**config.mk**
```make
export PLATFORM = sky130hd
export DESIGN_NAME = lsu_memory_master_flat
export DESIGN_NICKNAME = d
export VERILOG_FILES = /design/src/rtl/lsu_memory_master_if.sv /design/src/rtl/lsu_memory_master.sv /design/src/flat_wrapper.sv
export SDC_FILE = /design/constraint.sdc
export NUM_CORES = 1
export LEC_CHECK = 0
export BUFFER_PORTS_ARGS = -buffer_cell sky130_fd_sc_hd__buf_2
export CORE_ASPECT_RATIO = 0.7
export CORE_MARGIN = 3
export CORE_UTILIZATION = 50
export DETAILED_ROUTE_END_ITERATION = 10
export HOLD_SLACK_MARGIN = 0.05
export PLACE_DENSITY = 0.8
export SYNTH_ARGS = -nofsm -noshare
export SYNTH_HDL_FRONTEND = slang
export SYNTH_SLANG_ARGS = --single-unit
```
**constraint.sdc**
```tcl
create_clock -name clk -period 2.45 [get_ports clk]
set_clock_uncertainty 0.15 [all_clocks]
set_input_delay 0.1225 -clock clk [delete_from_list [all_inputs] [get_ports clk]]
set_output_delay 0.1225 -clock clk [all_outputs]
set_load 0.01 [all_outputs]
```
**src/rtl/lsu_memory_master_if.sv**
```systemverilog
// Bus bundle between the load/store initiator, the core request side and the
// word-organised data memory.
interface lsu_memory_master_if;
  logic        req;
  logic        is_store;
  logic [2:0]  funct3;
  logic [31:0] addr;
  logic [31:0] wdata;
  logic        busy;
  logic        done;
  logic [31:0] rdata;
  logic        misaligned;
  logic        mem_store;
  logic [31:0] mem_address;
  logic [31:0] mem_wdata;
  logic [31:0] mem_rdata;

  modport master (
    input  req, is_store, funct3, addr, wdata, mem_rdata,
    output busy, done, rdata, misaligned, mem_store, mem_address, mem_wdata
  );

  modport slave (
    output req, is_store, funct3, addr, wdata, mem_rdata,
    input  busy, done, rdata, misaligned, mem_store, mem_address, mem_wdata
  );
endinterface

```
**src/rtl/lsu_memory_master.sv**
```systemverilog
// Load/store initiator: turns one byte/half/word core request into word-wide
// memory accesses, with read-modify-write for sub-word stores.
module lsu_memory_master #(
  parameter int WORD_ADDR_BITS = 7
) (
  input  logic                clk,
  input  logic                reset,
  lsu_memory_master_if.master bus
);

  typedef enum logic [1:0] {
    S_IDLE  = 2'd0,
    S_READ  = 2'd1,
    S_WRITE = 2'd2,
    S_DONE  = 2'd3
  } state_t;

  state_t      state_q, state_d;
  logic        is_store_q, is_store_d;
  logic [2:0]  funct3_q, funct3_d;
  logic [1:0]  lane_q, lane_d;
  logic [15:0] wdata_q, wdata_d;
  logic        busy_q, busy_d;
  logic        done_q, done_d;
  logic        misaligned_q, misaligned_d;
  logic        mem_store_q, mem_store_d;
  logic [31:0] rdata_q, rdata_d;
  logic [31:0] mem_address_q, mem_address_d;
  logic [31:0] mem_wdata_q, mem_wdata_d;

  function automatic logic is_legal(input logic st, input logic [2:0] f3, input logic [1:0] a);
    logic ok;
    case (f3)
      3'b000:  ok = 1'b1;
      3'b001:  ok = (a[0] == 1'b0);
      3'b010:  ok = (a == 2'b00);
      3'b100:  ok = !st;
      3'b101:  ok = !st && (a[0] == 1'b0);
      default: ok = 1'b0;
    endcase
    return ok;
  endfunction

  function automatic logic [31:0] load_format(input logic [2:0] f3, input logic [1:0] lane,
                                              input logic [31:0] word);
    logic [7:0]  b;
    logic [15:0] h;
    logic [31:0] r;
    b = word[{lane, 3'b000} +: 8];
    h = word[{lane[1], 4'b0000} +: 16];
    case (f3)
      3'b000:  r = {{24{b[7]}}, b};
      3'b100:  r = {24'd0, b};
      3'b001:  r = {{16{h[15]}}, h};
      3'b101:  r = {16'd0, h};
      default: r = word;
    endcase
    return r;
  endfunction

  function automatic logic [31:0] store_merge(input logic [2:0] f3, input logic [1:0] lane,
                                              input logic [31:0] word, input logic [15:0] wd);
    logic [31:0] m;
    m = word;
    case (f3)
      3'b000:  m[{lane, 3'b000} +: 8] = wd[7:0];
      3'b001:  m[{lane[1], 4'b0000} +: 16] = wd;
      default: m = word;
    endcase
    return m;
  endfunction

  // Next-state and registered-output computation.
  always_comb begin
    state_d       = state_q;
    is_store_d    = is_store_q;
    funct3_d      = funct3_q;
    lane_d        = lane_q;
    wdata_d       = wdata_q;
    misaligned_d  = misaligned_q;
    rdata_d       = rdata_q;
    mem_address_d = mem_address_q;
    mem_wdata_d   = mem_wdata_q;
    case (state_q)
      S_IDLE: begin
        if (bus.req) begin
          is_store_d    = bus.is_store;
          funct3_d      = bus.funct3;
          lane_d        = bus.addr[1:0];
          wdata_d       = bus.wdata[15:0];
          mem_address_d = 32'(bus.addr[WORD_ADDR_BITS+1:2]);
          mem_wdata_d   = bus.wdata;
          misaligned_d  = !is_legal(bus.is_store, bus.funct3, bus.addr[1:0]);
          if (!is_legal(bus.is_store, bus.funct3, bus.addr[1:0])) begin
            state_d = S_DONE;
          end else if (bus.is_store && (bus.funct3 == 3'b010)) begin
            state_d = S_WRITE;
          end else begin
            state_d = S_READ;
          end
        end else begin
          state_d = S_IDLE;
        end
      end
      S_READ: begin
        if (is_store_q) begin
          mem_wdata_d = store_merge(funct3_q, lane_q, bus.mem_rdata, wdata_q);
          state_d     = S_WRITE;
        end else begin
          rdata_d = load_format(funct3_q, lane_q, bus.mem_rdata);
          state_d = S_DONE;
        end
      end
      S_WRITE: state_d = S_DONE;
      S_DONE:  state_d = S_IDLE;
      default: state_d = S_IDLE;
    endcase
    // Status outputs are registered copies of the state being entered.
    busy_d      = (state_d != S_IDLE);
    done_d      = (state_d == S_DONE);
    mem_store_d = (state_d == S_WRITE);
  end

  // State and output registers with synchronous active-low reset.
  always_ff @(posedge clk) begin
    if (!reset) begin
      state_q       <= S_IDLE;
      is_store_q    <= 1'b0;
      funct3_q      <= 3'd0;
      lane_q        <= 2'd0;
      wdata_q       <= 16'd0;
      busy_q        <= 1'b0;
      done_q        <= 1'b0;
      misaligned_q  <= 1'b0;
      mem_store_q   <= 1'b0;
      rdata_q       <= 32'd0;
      mem_address_q <= 32'd0;
      mem_wdata_q   <= 32'd0;
    end else begin
      state_q       <= state_d;
      is_store_q    <= is_store_d;
      funct3_q      <= funct3_d;
      lane_q        <= lane_d;
      wdata_q       <= wdata_d;
      busy_q        <= busy_d;
      done_q        <= done_d;
      misaligned_q  <= misaligned_d;
      mem_store_q   <= mem_store_d;
      rdata_q       <= rdata_d;
      mem_address_q <= mem_address_d;
      mem_wdata_q   <= mem_wdata_d;
    end
  end

  assign bus.busy        = busy_q;
  assign bus.done        = done_q;
  assign bus.misaligned  = misaligned_q;
  assign bus.mem_store   = mem_store_q;
  assign bus.rdata       = rdata_q;
  assign bus.mem_address = mem_address_q;
  assign bus.mem_wdata   = mem_wdata_q;

endmodule

```
**src/flat_wrapper.sv**
```systemverilog
// flat-port wrapper written by rule: the top's interface ports become plain ports
module lsu_memory_master_flat 
#(
  parameter int WORD_ADDR_BITS = 7
)
  (clk, reset, bus_req, bus_is_store, bus_funct3, bus_addr, bus_wdata, bus_mem_rdata, bus_busy, bus_done, bus_rdata, bus_misaligned, bus_mem_store, bus_mem_address, bus_mem_wdata);
  lsu_memory_master_if bus_i ();
  input  logic clk;
  input  logic reset;
  input wire logic [$bits(bus_i.req)-1:0] bus_req;
  input wire logic [$bits(bus_i.is_store)-1:0] bus_is_store;
  input wire logic [$bits(bus_i.funct3)-1:0] bus_funct3;
  input wire logic [$bits(bus_i.addr)-1:0] bus_addr;
  input wire logic [$bits(bus_i.wdata)-1:0] bus_wdata;
  input wire logic [$bits(bus_i.mem_rdata)-1:0] bus_mem_rdata;
  output wire logic [$bits(bus_i.busy)-1:0] bus_busy;
  output wire logic [$bits(bus_i.done)-1:0] bus_done;
  output wire logic [$bits(bus_i.rdata)-1:0] bus_rdata;
  output wire logic [$bits(bus_i.misaligned)-1:0] bus_misaligned;
  output wire logic [$bits(bus_i.mem_store)-1:0] bus_mem_store;
  output wire logic [$bits(bus_i.mem_address)-1:0] bus_mem_address;
  output wire logic [$bits(bus_i.mem_wdata)-1:0] bus_mem_wdata;
  assign bus_i.req = bus_req;
  assign bus_i.is_store = bus_is_store;
  assign bus_i.funct3 = bus_funct3;
  assign bus_i.addr = bus_addr;
  assign bus_i.wdata = bus_wdata;
  assign bus_i.mem_rdata = bus_mem_rdata;
  assign bus_busy = bus_i.busy;
  assign bus_done = bus_i.done;
  assign bus_rdata = bus_i.rdata;
  assign bus_misaligned = bus_i.misaligned;
  assign bus_mem_store = bus_i.mem_store;
  assign bus_mem_address = bus_i.mem_address;
  assign bus_mem_wdata = bus_i.mem_wdata;
  lsu_memory_master #(.WORD_ADDR_BITS(WORD_ADDR_BITS)) u_core (.clk(clk), .reset(reset), .bus(bus_i));
endmodule
```
==> metrics.md, run 1 <==
| Metric | Value |
|---|---|
| Nature of the critical path endpoint | `flop` |
| Critical path launch point | `u_core.state_q[1]$_SDFF_PN0_` |
| Worst-Skew Late Latency | `about 350 ps` |
| Simple-gate share of the synthesized area | `between 10% and 20%` |
| Worst-case setup slack after placement | `between 200 and 300 ps` |
| Clock transition at the register clock pins on the worst setup and hold paths after CTS | `around 70 ps` |
| Yosys synthesis warning count | `0` |
| Total die area | `about 13000 um2` |
| Most prevalent standard cell on the critical path | `buf_4` |
| Power Density | `between 600 and 700 nW/um2` |
| Floorplan row count | `32` |
| Maxcap violations | `0` |
| Post-detailed-route count of antenna-violating nets | `0` |
| Met2 wire len | `around 8800 um` |
| Wire length per cell after detailed routing | `18.4 um` |
| Library cell occupying the most area in the post-synthesis netlist | `dfxtp_1` |
| Largest delay contributor family on the critical path | `buffers and inverters` |
| Routed length on met3 | `roughly 2000 um` |
| Most instantiated cells after synthesis | `nand2_1, dfxtp_1, a21oi_1` |
| Overall global routing resource usage | `29.8%` |
| Routed length on met1 | `around 8400 um` |
| Run status | `completed` |
| Area delta synth->final | `28.6%` |
| Final Hold Slack | `about 68 ps` |
| Highest metal layer with signal wires | `met4` |
| First-pass iteration count of the detailed router | `10` |
| Capture point of the worst reg-to-reg path | `u_core.bus.rdata[25]$_SDFFE_PN0P_` |
| Number of clock sinks | `between 90 and 100` |
| Leading cell type by number of instances after synthesis | `nand2_1` |
| DPL Wire Length | `between 10000 and 15000 um` |
| Number of flops mapped to enable cells by yosys | `0` |
| Setup slack of the worst register-to-register path | `between 200 and 250 ps` |
| Adder-Cell Fraction of Synth Area | `1.73%` |
| Clock Tree Buf Depth | `2` |
| Layout cell share with drive strength beyond 1 | `between 20% and 30%` |
| Critical path data required time | `between 2000 and 3000 ps` |
| Total global routing overflow | `0` |
| CP Launch Type | `flop` |
| Die Ht | `just under 100 um` |
| Worst Tran Pin Value | `around 650 ps` |
| Number of diodes | `0` |
| Max FO, Critical Path | `24` |
| Buffers plus inverters on the worst setup path | `3` |
| Path type of the worst min-delay path | `in -> reg` |
| Number of CTS-inserted buffers | `9` |
| Via density per instance | `~6` |
| Leak Pwr | `3.16 nW` |
| Top post-synthesis cells by area | `dfxtp_1, a21oi_1, nand2_1, buf_4, o21ai_0` |
| Total Neg Setup Slack | `0 ps` |
| Hold Path Depth | `3` |
| Highest Clock Rate | `roughly 450 MHz` |
| Primary flip-flop cell chosen by synthesis mapping | `dfxtp_1` |
| Ordered cell list for the critical path | `inv_1, ha_1, buf_4, nand2b_1, buf_4, a31oi_4, a21oi_1` |
| Post-route minimum period | `2210 ps` |
| Multiplexer share of the synthesized area | `roughly 1.8%` |
| Number of distinct standard cells referenced by the synthesized netlist | `53` |
| Post-Syn Area | `between 5000 and 6000 um2` |
| Hold Startpoint | `bus_mem_rdata[12]` |
| Maximum vdd ir drop | `approximately 0.48 mV` |
| Initial core utilization | `51.8%` |
| Crit path max-delay cell type | `a31oi_4` |
| Slowest stage delay, CP | `450 ps` |
| Async S/R FF share, synth | `0%` |
| Buffer type at the clock tree root | `clkbuf_16` |
| Violation count after the first detailed-routing iteration | `~690` |
| Number of antenna violations at the first check in global routing | `0` |
| Final Wtd Congestion | `~0.95` |
| DR DRC count | `0` |
| CTS tree | `done` |
| Hold-critical path endpoint | `u_core.bus.mem_wdata[12]$_SDFFE_PN0P_` |
| Post-route fraction of the period consumed by the critical path | `90.3%` |
| Core region area | `approximately 11000 um2` |
| Total Nets Final | `approximately 1000` |
| Number of global-route vias before repair | `~5800` |
| Setup repair after global routing missed its margin | `no` |
| Die X | `135 um` |
| Vias post-DR | `about 6300` |
| Maximum level of the CTS H-tree | `3` |
| Util after Layout | `around two thirds` |
| Mapped Avg Cell Area | `between 7 and 8 um2` |
| Count of cells resized by post-cts repair | `0` |
| Compound-cell area share of the yosys netlist | `between 30 and 40%` |
| Reg-to-reg startpoint | `u_core.state_q[1]$_SDFF_PN0_` |
| Xor and xnor area share after synthesis | `0%` |
| Number of top-level design ports | `about 200` |
| Final setup violation count | `0` |
| Gate count of the mapped netlist | `just over 700` |
| Final Hold Fails | `0` |
| Area fraction of the dominant cell type after synthesis | `between 30% and 40%` |
| Largest net degree at the start of global routing | `79` |
| Dominant combinational cell family by area after synthesis | `compound AO/OA/AOI/OAI gates` |
| Post-CTS setup-driven buffer insertion count | `0` |
| R2r worst-path depth | `7` |
| Worst Setup Path Type | `reg -> reg` |
| Max-slew headroom at the worst pin | `between 50% and 60%` |
| Synthesized flop and latch total | `99` |
| Overall power consumption | `5.06 mW` |
| Post-route worst setup slack | `roughly 240 ps` |
| Global-route wire length before repair | `roughly 31000 um` |
| Fraction of the yosys area taken by sequential cells | `between 30% and 40%` |
| Final Max Tran Viols | `0` |
| Overall routed net length | `slightly below 20000 um` |
| Data arrival time of the critical path | `roughly 2300 ps` |
| Number of input and output port buffers inserted | `approximately 150` |
==> worst min-delay path, cell delays in order <==
cell,delay [ps]
buf_2,140
a222oi_1,110
o22ai_1,140
==> stage by stage <==
step	area [um2]	instances
after floorplan	5880	749
after global placement	6500	989
after detailed placement	6500	989
after CTS	7450	1070
after global routing	7450	1070
final	7450	1070
==> power breakdown <==
group | switching [mW] | internal [mW]
sequential | 0.145 | 1.82
combinational | 0.974 | 0.680
clock | 0.620 | 0.815
==> worst max-delay path by stage <==
| stage | end | slack [ps] | cells past startpoint |
|---|---|---|---|
| floorplan | u_core.bus.mem_wdata[10]$_SDFFE_PN0P_ | 190 | 9 |
| global placement | u_core.bus.rdata[28]$_SDFFE_PN0P_ | 310 | 7 |
| detailed placement | u_core.bus.rdata[23]$_SDFFE_PN0P_ | 280 | 7 |
| CTS | u_core.bus.rdata[25]$_SDFFE_PN0P_ | 260 | 7 |
| global route | u_core.bus.rdata[23]$_SDFFE_PN0P_ | 60 | 7 |
| finish | u_core.bus.rdata[25]$_SDFFE_PN0P_ | 240 | 7 |
==> cell usage in the layout, fill, tap and decap left out, types with 11 or more instances in the layout <==
cell,count
nand2_1,113
buf_2,154
o21ai_0,40
buf_4,20
inv_1,22
and4_1,15
nor2b_1,12
o21ai_1,11
and3_1,11
a21oi_1,94
o22ai_1,25
dlygate4sd3_1,65
nor2_1,38
a221o_1,15
a222oi_1,15
conb_1,25
dfxtp_1,98
==> per-layer routing <==
metal	track usage (%)	up-vias
met5	0	-
met4	9.41	0
met3	7.73	43
met2	47.0	346
met1	40.3	2927
li1	-	2998
==> registers in the layout, summed over array words and instances (netlist names) <==
register and count:
u_core.bus.mem_address 7, u_core.bus.mem_wdata 32, u_core.bus.misaligned 1, u_core.wdata_q 16
u_core.bus.busy 1, u_core.funct3_q 3, u_core.bus.done 1, u_core.is_store_q 1
u_core.state_q 2, u_core.bus.rdata 32, u_core.lane_q 2, u_core.bus.mem_store 1
==> kinds of logic (layout without fill, tap and decap cells) <==
logic type	count (synthesis)	count (layout)
flip-flops	99	99
adder cells (fa/ha/maj)	8	8
buffers and inverters	113	281
multiplexers	10	10
AND/OR/NAND/NOR	219	219
other	1	25
AO/OA/AOI/OAI	275	275
==> layout make-up <==
cell class	instances	area, um2
clock buffers	11	243
clock inverters	5	52.6
fillers	954	3720
inverters	24	90.1
multi-input cells	537	3280
flip-flops and latches	99	1980
well taps	153	191
repair buffers	241	1610
==> timing repair <==
action                     in CTS  in global routing
hold endpoints to repair       77                  0
setup endpoints to repair       0                  0
hold buffers                   65                  0
No activity file was read; power rests on OpenSTA's default activity.
==> inputs of run 2 (changes only) <==
--- a/config.mk
+++ b/config.mk
@@ -5,13 +5,13 @@
 export SDC_FILE = /design/constraint.sdc
 export NUM_CORES = 1
 export LEC_CHECK = 0
-export BUFFER_PORTS_ARGS = -buffer_cell sky130_fd_sc_hd__buf_2
 export CORE_ASPECT_RATIO = 0.7
 export CORE_MARGIN = 3
 export CORE_UTILIZATION = 50
 export DETAILED_ROUTE_END_ITERATION = 10
+export DONT_BUFFER_PORTS = 1
+export GPL_TIMING_DRIVEN = 0
 export HOLD_SLACK_MARGIN = 0.05
-export PLACE_DENSITY = 0.8
 export SYNTH_ARGS = -nofsm -noshare
 export SYNTH_HDL_FRONTEND = slang
 export SYNTH_SLANG_ARGS = --single-unit
==> run 2 against run 1 <==
Final cell count decreased by 6.4%. Cell area fell by 2.6%. Die area did not move. Sequential cell count unchanged. First-iteration DRC count grew 25%. Register-to-register slack got worse by 130 ps. Worst hold slack worse by 5.1 ps. Non-clock buffer count is 69 lower. Sequential share of layout area up 0.75 points. Largest power group unchanged.
==> metrics.md, run 2 (synthesis gave the netlist of run 1 again) <==
| Metric | Value |
|---|---|
| DPL Wire Length | `17100 um (+30%)` |
| Power Density | `719 nW/um2 (+5.9%)` |
| Setup repair after global routing missed its margin | `no` |
| Worst Setup Path Type | `reg -> reg` |
| Number of input and output port buffers inserted | `0 (-100%)` |
| R2r worst-path depth | `8 (+1)` |
| Final setup violation count | `0 (unchanged)` |
| Max FO, Critical Path | `8 (-67%)` |
| Commonest non-fill, non-tap cell in the layout | `nand2_1` |
| Post-route minimum period | `2340 ps (+126 ps)` |
| Util after Layout | `65.0% (-1.7 points)` |
| Nature of the critical path endpoint | `flop` |
| Total Nets Final | `954 (-6.7%)` |
| Post-route worst setup slack | `110 ps (-126 ps)` |
| Layout cell share with drive strength beyond 1 | `11.9% (-11 points)` |
| Data arrival time of the critical path | `2400 ps (+120 ps)` |
| Final Wtd Congestion | `0.990 (+3.8%)` |
| Largest net degree at the start of global routing | `20 (-75%)` |
| Path type of the worst min-delay path | `in -> reg` |
| Area delta synth->final | `25.3%` |
| Commonest cells after routing, fill and taps aside | `nand2_1, dfxtp_1, a21oi_1` |
| Total global routing overflow | `0 (unchanged)` |
| Worst Tran Pin Value | `709 ps (+63.1 ps)` |
| Leak Pwr | `2.79 nW (-12%)` |
| Final Max Tran Viols | `0 (unchanged)` |
| Global-route wire length before repair | `35300 um (+15%)` |
| Buffer type at the clock tree root | `clkbuf_16` |
| Floorplan row count | `32 (unchanged)` |
| Worst-case setup slack after placement | `-413 ps (-694 ps)` |
| Internal Dissipation | `3.33 mW (+0.41%)` |
| Core region area | `11200 um2 (unchanged)` |
| Violation count after the first detailed-routing iteration | `854 (+25%)` |
| Hold Path Depth | `4 (+1)` |
| Run status | `completed` |
| Highest Clock Rate | `427 MHz (-5.4%)` |
| Final Hold Fails | `0 (unchanged)` |
| Total die area | `12900 um2 (unchanged)` |
| Post-detailed-route count of antenna-violating nets | `0 (unchanged)` |
| Number of top-level design ports | `203 (unchanged)` |
| Final Hold Slack | `62.9 ps (-5.14 ps)` |
| Number of diodes | `0 (unchanged)` |
| Cell area after placement | `6070 um2 (-6.6%)` |
| Number of antenna violations at the first check in global routing | `0 (unchanged)` |
| CP Launch Type | `flop` |
| Switching power | `1.89 mW (+8.5%)` |
| Clk pwr share | `30.9% (+2.5 points)` |
| Initial core utilization | `51.8% (unchanged)` |
| Number of CTS-inserted buffers | `9 (unchanged)` |
| Overall global routing resource usage | `36.3% (+6.4 points)` |
| Clock Tree Buf Depth | `2 (unchanged)` |
| Via density per instance | `6.48 (+9.8%)` |
| Overall routed net length | `24200 um (+23%)` |
| First-pass iteration count of the detailed router | `8 (-2)` |
| Maximum level of the CTS H-tree | `3 (unchanged)` |
| Maxcap violations | `0 (unchanged)` |
| Wire length per cell after detailed routing | `24.2 um (+31%)` |
| Die Ht | `96.0 um (unchanged)` |
| Portion of total power attributed to combinational logic | `29.0% (-3.7 points)` |
| CTS tree | `done` |
| Post-route non-filler standard cell count | `1001 (-6.4%)` |
| Max-slew headroom at the worst pin | `52.7% (-4.1 points)` |
| Worst-Skew Late Latency | `350 ps (about the same)` |
| Clock transition at the register clock pins on the worst setup and hold paths after CTS | `70 ps (about the same)` |
| DR DRC count | `0 (unchanged)` |
| Post-route fraction of the period consumed by the critical path | `95.5% (+5.2 points)` |
| Number of filler instances in the final layout | `937 (-1.8%)` |
| Vias post-DR | `6483 (+2.7%)` |
| Maximum vdd ir drop | `0.384 mV (-21%)` |
| Die X | `135 um (unchanged)` |
| Proportion of total power due to net switching | `36.1% (+1.8 points)` |
| Critical path data required time | `2510 ps (about the same)` |
| Number of cells in the design after placement | `902 (-8.8%)` |
| Number of global-route vias before repair | `6006 (+4.2%)` |
| Number of clock sinks | `99 (unchanged)` |
| Final Instance Area | `7260 um2 (-2.6%)` |
| Portion of total power attributed to sequential cells | `40.1% (+1.2 points)` |
[run 2: cell count changes in the layout (fill, tap and decap cells not counted), moves of 2 or more]
cell / change
clkinv_2: -3
buf_6: +6
buf_1: +2
buf_2: -139
buf_4: +19
dlygate4sd3_1: +14
clkbuf_1: +29
inv_8: +2
[run 2: critical path: stages (launching register included)]
cell and delay (ps):
dfxtp_2 340, buf_6 130, inv_1 200, ha_4 250, nor4b_2 160, and3_1 180
buf_2 170, a222oi_1 480, o22ai_1 130
[run 2: final cells by class]
type                            instances  area [um2]  share of cell area [%]
Inverter                               24        92.6                    1.28
Multi-Input combinational cell        537        3290                    45.3
Clock inverter                          7         108                    1.48
Sequential cell                        99        1990                    27.4
Tap cell                              153         191                    2.64
Buffer                                 88         538                    7.41
Clock buffer                            9         225                    3.10
Timing Repair Buffer                   84         828                    11.4
[run 2: what timing repair did]
| action | 4_1_cts | 5_1_grt |
|---|---|---|
| endpoints found under the setup margin | 32 | 7 |
| buffers inserted | 1 | 4 |
| hold buffers | 79 | 0 |
| gates resized for setup | 5 | 3 |
| hold endpoints to repair | 96 | 0 |
| pin swaps | 2 | 2 |
[run 2: power groups by stage]
stage / logic, mW / clock network [mW] / registers, mW
5_1_grt: 1.62 / 1.68 / 2.11
4_1_cts: 1.44 / 1.62 / 2.09
6_report: 1.51 / 1.61 / 2.09
3_3_place_gp: 1.25 / 0 / 2.12
2_1_floorplan: 0.975 / 0 / 2.05
3_5_place_dp: 1.29 / 0 / 2.12
[run 2: final timing paths]
path	slack (ps)	startpoint	endpoint
setup reg to reg	110	u_core.lane_q[0]$_SDFFE_PN0P_	u_core.bus.mem_wdata[16]$_SDFFE_PN0P_
hold reg to reg	340	u_core.wdata_q[8]$_SDFFE_PN0P_	u_core.wdata_q[8]$_SDFFE_PN0P_
hold / removal	60	bus_mem_rdata[24]	u_core.bus.mem_wdata[24]$_SDFFE_PN0P_
setup / recovery	110	u_core.lane_q[0]$_SDFFE_PN0P_	u_core.bus.mem_wdata[16]$_SDFFE_PN0P_
[run 2: through the flow]
| stage | power (mW) | setup TNS (ps) |
|---|---|---|
| after global placement | 3.37 | -9430 |
| final | 5.22 | 0 |
| after floorplan | 3.03 | 0 |
| after CTS | 5.15 | 0 |
| after detailed placement | 3.41 | -7450 |
| after global routing | 5.41 | 0 |
[run 2: per-layer routing]
| layer | wire length, um | track usage, % | share of wire, % |
|---|---|---|---|
| met5 | 0 | 0 | 0 |
| met4 | 641 | 10.7 | 2.6 |
| met3 | 3340 | 12.7 | 14 |
| met2 | 10500 | 56.4 | 43 |
| met1 | 9720 | 47.8 | 40 |
==> inputs of run 3 (changes only) <==
--- a/config.mk
+++ b/config.mk
@@ -7,7 +7,7 @@
 export LEC_CHECK = 0
 export CORE_ASPECT_RATIO = 0.7
 export CORE_MARGIN = 3
-export CORE_UTILIZATION = 50
+export CORE_UTILIZATION = 30
 export DETAILED_ROUTE_END_ITERATION = 10
 export DONT_BUFFER_PORTS = 1
 export GPL_TIMING_DRIVEN = 0
==> constraint.sdc (replaced) <==
create_clock -name clk -period 2.95 [get_ports clk]
set_clock_uncertainty 0.15 [all_clocks]
set_input_delay 0.1475 -clock clk [delete_from_list [all_inputs] [get_ports clk]]
set_output_delay 0.1475 -clock clk [all_outputs]
set_load 0.01 [all_outputs]
==> run 3 against run 2 <==
Global-route usage down 13 points. Register-to-register slack gained 96 ps. Largest power group unchanged. Largest cell class unchanged. Clock-buffer cell count unchanged. First-iteration DRC count increased by 2.3%. Worst hold slack got worse by 2.0 ps. Critical path type unchanged. Setup slack improved by 96 ps. Critical endpoint is now u_core.bus.mem_wdata[30]$_SDFFE_PN0P_.
==> metrics.md, run 3 (synthesis gave the netlist of run 1 again) <==
| Metric | Value |
|---|---|
| Final Hold Fails | `0 (unchanged)` |
| Total Neg Setup Slack | `0 ps (unchanged)` |
| Overall routed net length | `24900 um (+2.9%)` |
| Number of top-level design ports | `203 (unchanged)` |
| Final Wtd Congestion | `0.983 (-0.71%)` |
| Violation count after the first detailed-routing iteration | `874 (+2.3%)` |
| Total die area | `21000 um2 (+63%)` |
| Total global routing overflow | `0 (unchanged)` |
| Via density per instance | `5.75 (-11%)` |
| Number of input and output port buffers inserted | `0 (unchanged)` |
| Buffer type at the clock tree root | `clkbuf_16` |
| Number of clock sinks | `99 (unchanged)` |
| Post-detailed-route count of antenna-violating nets | `0 (unchanged)` |
| Die Ht | `122 um (+27%)` |
| Layout cell share with drive strength beyond 1 | `11.1% (-0.79 points)` |
| Clock transition at the register clock pins on the worst setup and hold paths after CTS | `80 ps (about the same)` |
| Largest net degree at the start of global routing | `18 (-10%)` |
| Final setup violation count | `0 (unchanged)` |
| Max FO, Critical Path | `12 (+4)` |
| Wire length per cell after detailed routing | `23.0 um (-4.9%)` |
| Commonest cells after routing, fill and taps aside | `nand2_1, dfxtp_1, a21oi_1` |
| Clock Tree Buf Depth | `2 (unchanged)` |
| Util after Layout | `39.3% (-26 points)` |
| CTS tree | `done` |
| Floorplan row count | `41 (+28%)` |
| Post-route fraction of the period consumed by the critical path | `93.0% (-2.5 points)` |
| Reg-to-reg startpoint | `u_core.lane_q[1]$_SDFFE_PN0P_` |
| Data arrival time of the critical path | `2900 ps (+500 ps)` |
| Global-route wire length before repair | `36100 um (+2.3%)` |
| Path type of the worst min-delay path | `in -> reg` |
| Critical path launch point | `u_core.lane_q[1]$_SDFFE_PN0P_` |
| Number of antenna violations at the first check in global routing | `2 (+2)` |
| Final Max Tran Viols | `0 (unchanged)` |
| Timing endpoint of the critical path | `u_core.bus.mem_wdata[30]$_SDFFE_PN0P_` |
| Leak Pwr | `2.73 nW (-2.1%)` |
| Max-slew headroom at the worst pin | `53.1% (+0.39 points)` |
| DPL Wire Length | `18100 um (+6.0%)` |
| Overall global routing resource usage | `22.9% (-13 points)` |
| Number of global-route vias before repair | `5740 (-4.4%)` |
| First-pass iteration count of the detailed router | `8 (unchanged)` |
| Power Density | `568 nW/um2 (-21%)` |
| Worst Setup Path Type | `reg -> reg` |
| Commonest non-fill, non-tap cell in the layout | `nand2_1` |
| Setup slack of the worst register-to-register path | `210 ps (+100 ps)` |
| Vias post-DR | `6233 (-3.9%)` |
| Post-route minimum period | `2740 ps (+404 ps)` |
| Core region area | `18500 um2 (+65%)` |
| CP Launch Type | `flop` |
| Maximum vdd ir drop | `0.284 mV (-26%)` |
| Nature of the critical path endpoint | `flop` |
| Setup repair after global routing missed its margin | `no` |
| Maximum level of the CTS H-tree | `3 (unchanged)` |
| Capture point of the worst reg-to-reg path | `u_core.bus.mem_wdata[30]$_SDFFE_PN0P_` |
| Critical path data required time | `3100 ps (+590 ps)` |
| DR DRC count | `0 (unchanged)` |
| Area delta synth->final | `25.5%` |
| Worst Tran Pin Value | `704 ps (-5.91 ps)` |
| Maxcap violations | `0 (unchanged)` |
| Number of CTS-inserted buffers | `9 (unchanged)` |
| Worst-Skew Late Latency | `360 ps (about the same)` |
| Run status | `completed` |
| Total Nets Final | `951 (-0.31%)` |
| Die X | `172 um (+28%)` |
| R2r worst-path depth | `8 (unchanged)` |
| Initial core utilization | `31.4% (-20 points)` |
| Highest Clock Rate | `364 MHz (-15%)` |
## run 3: cell types whose count changed in the layout (fill, tap and decap cells not counted), moves of 2 or more
cell	before	now
buf_4	39	34
buf_6	6	8
bufinv_16	2	0
clkinvlp_4	1	5
diode_2	0	3
## run 3: power by group
| group | switching (mW) | leakage (nW) | internal [mW] | total (mW) |
|---|---|---|---|---|
| combinational | 0.749 | 1.79 | 0.483 | 1.23 |
| sequential | 0.233 | 0.813 | 1.51 | 1.75 |
| clock | 0.566 | 0.122 | 0.577 | 1.14 |
## run 3: worst max-delay path: stages, from the launching register on
cell and delay (ps):
dfxtp_2 460, buf_6 210, buf_6 170, inv_2 130, ha_1 340, nor2_1 130
nand4_1 430, o2111ai_1 490, a32o_1 170
## run 3: worst min-delay path by stage
stage,start,endpoint,slack [ps],depth (start not counted)
global placement,bus_addr[8],u_core.bus.mem_address[6]$_SDFFE_PN0P_,140,2
floorplan,bus_addr[0],u_core.lane_q[0]$_SDFFE_PN0P_,130,2
finish,bus_is_store,u_core.bus.misaligned$_SDFFE_PN0P_,60,4
detailed placement,bus_wdata[13],u_core.wdata_q[13]$_SDFFE_PN0P_,140,2
CTS,bus_mem_rdata[1],u_core.bus.mem_wdata[1]$_SDFFE_PN0P_,50,4
global route,bus_mem_rdata[9],u_core.bus.rdata[9]$_SDFFE_PN0P_,70,3
## run 3: through the flow
stage	hold WS, ps	setup slack (ps)	cells	total power [mW]	cell area [um2]
2_1_floorplan	133	692	749	2.51	5880
3_3_place_gp	138	131	985	2.84	6180
3_5_place_dp	142	174	985	2.85	6180
4_1_cts	50.2	149	1081	4.11	7260
5_1_grt	75.0	115	1083	4.31	7260
6_report	60.8	206	1084	4.12	7260
## run 3: final cells by class
cell class | instances | area (um2)
buffer | 89 | 541
sequential | 99 | 1980
timing repair buffer | 80 | 801
clock inverter | 7 | 53.8
multi-input combinational | 537 | 3270
inverter | 24 | 90.1
clock buffer | 9 | 225
fill | 1924 | 11200
antenna | 3 | 7.51
tap | 236 | 295
## run 3: routing by layer
metal  track usage [%]  vias up  routed length, um  share of wire (%)
met2              32.5      404              10300                 41
met4              4.34        0                203               0.82
met5                 0        -                  0                  0
met1              33.1     2957              10900                 44
li1                  -     2851                  -                  -
met3              8.79       21               3540                 14
## run 3: timing repair
| item | CTS | global route |
|---|---|---|
| endpoints found under the hold margin | 96 | 0 |
| buffers inserted | 0 | 0 |
| hold buffers | 80 | 0 |
| setup endpoints to repair | 0 | 1 |
| resized for setup | 0 | 1 |
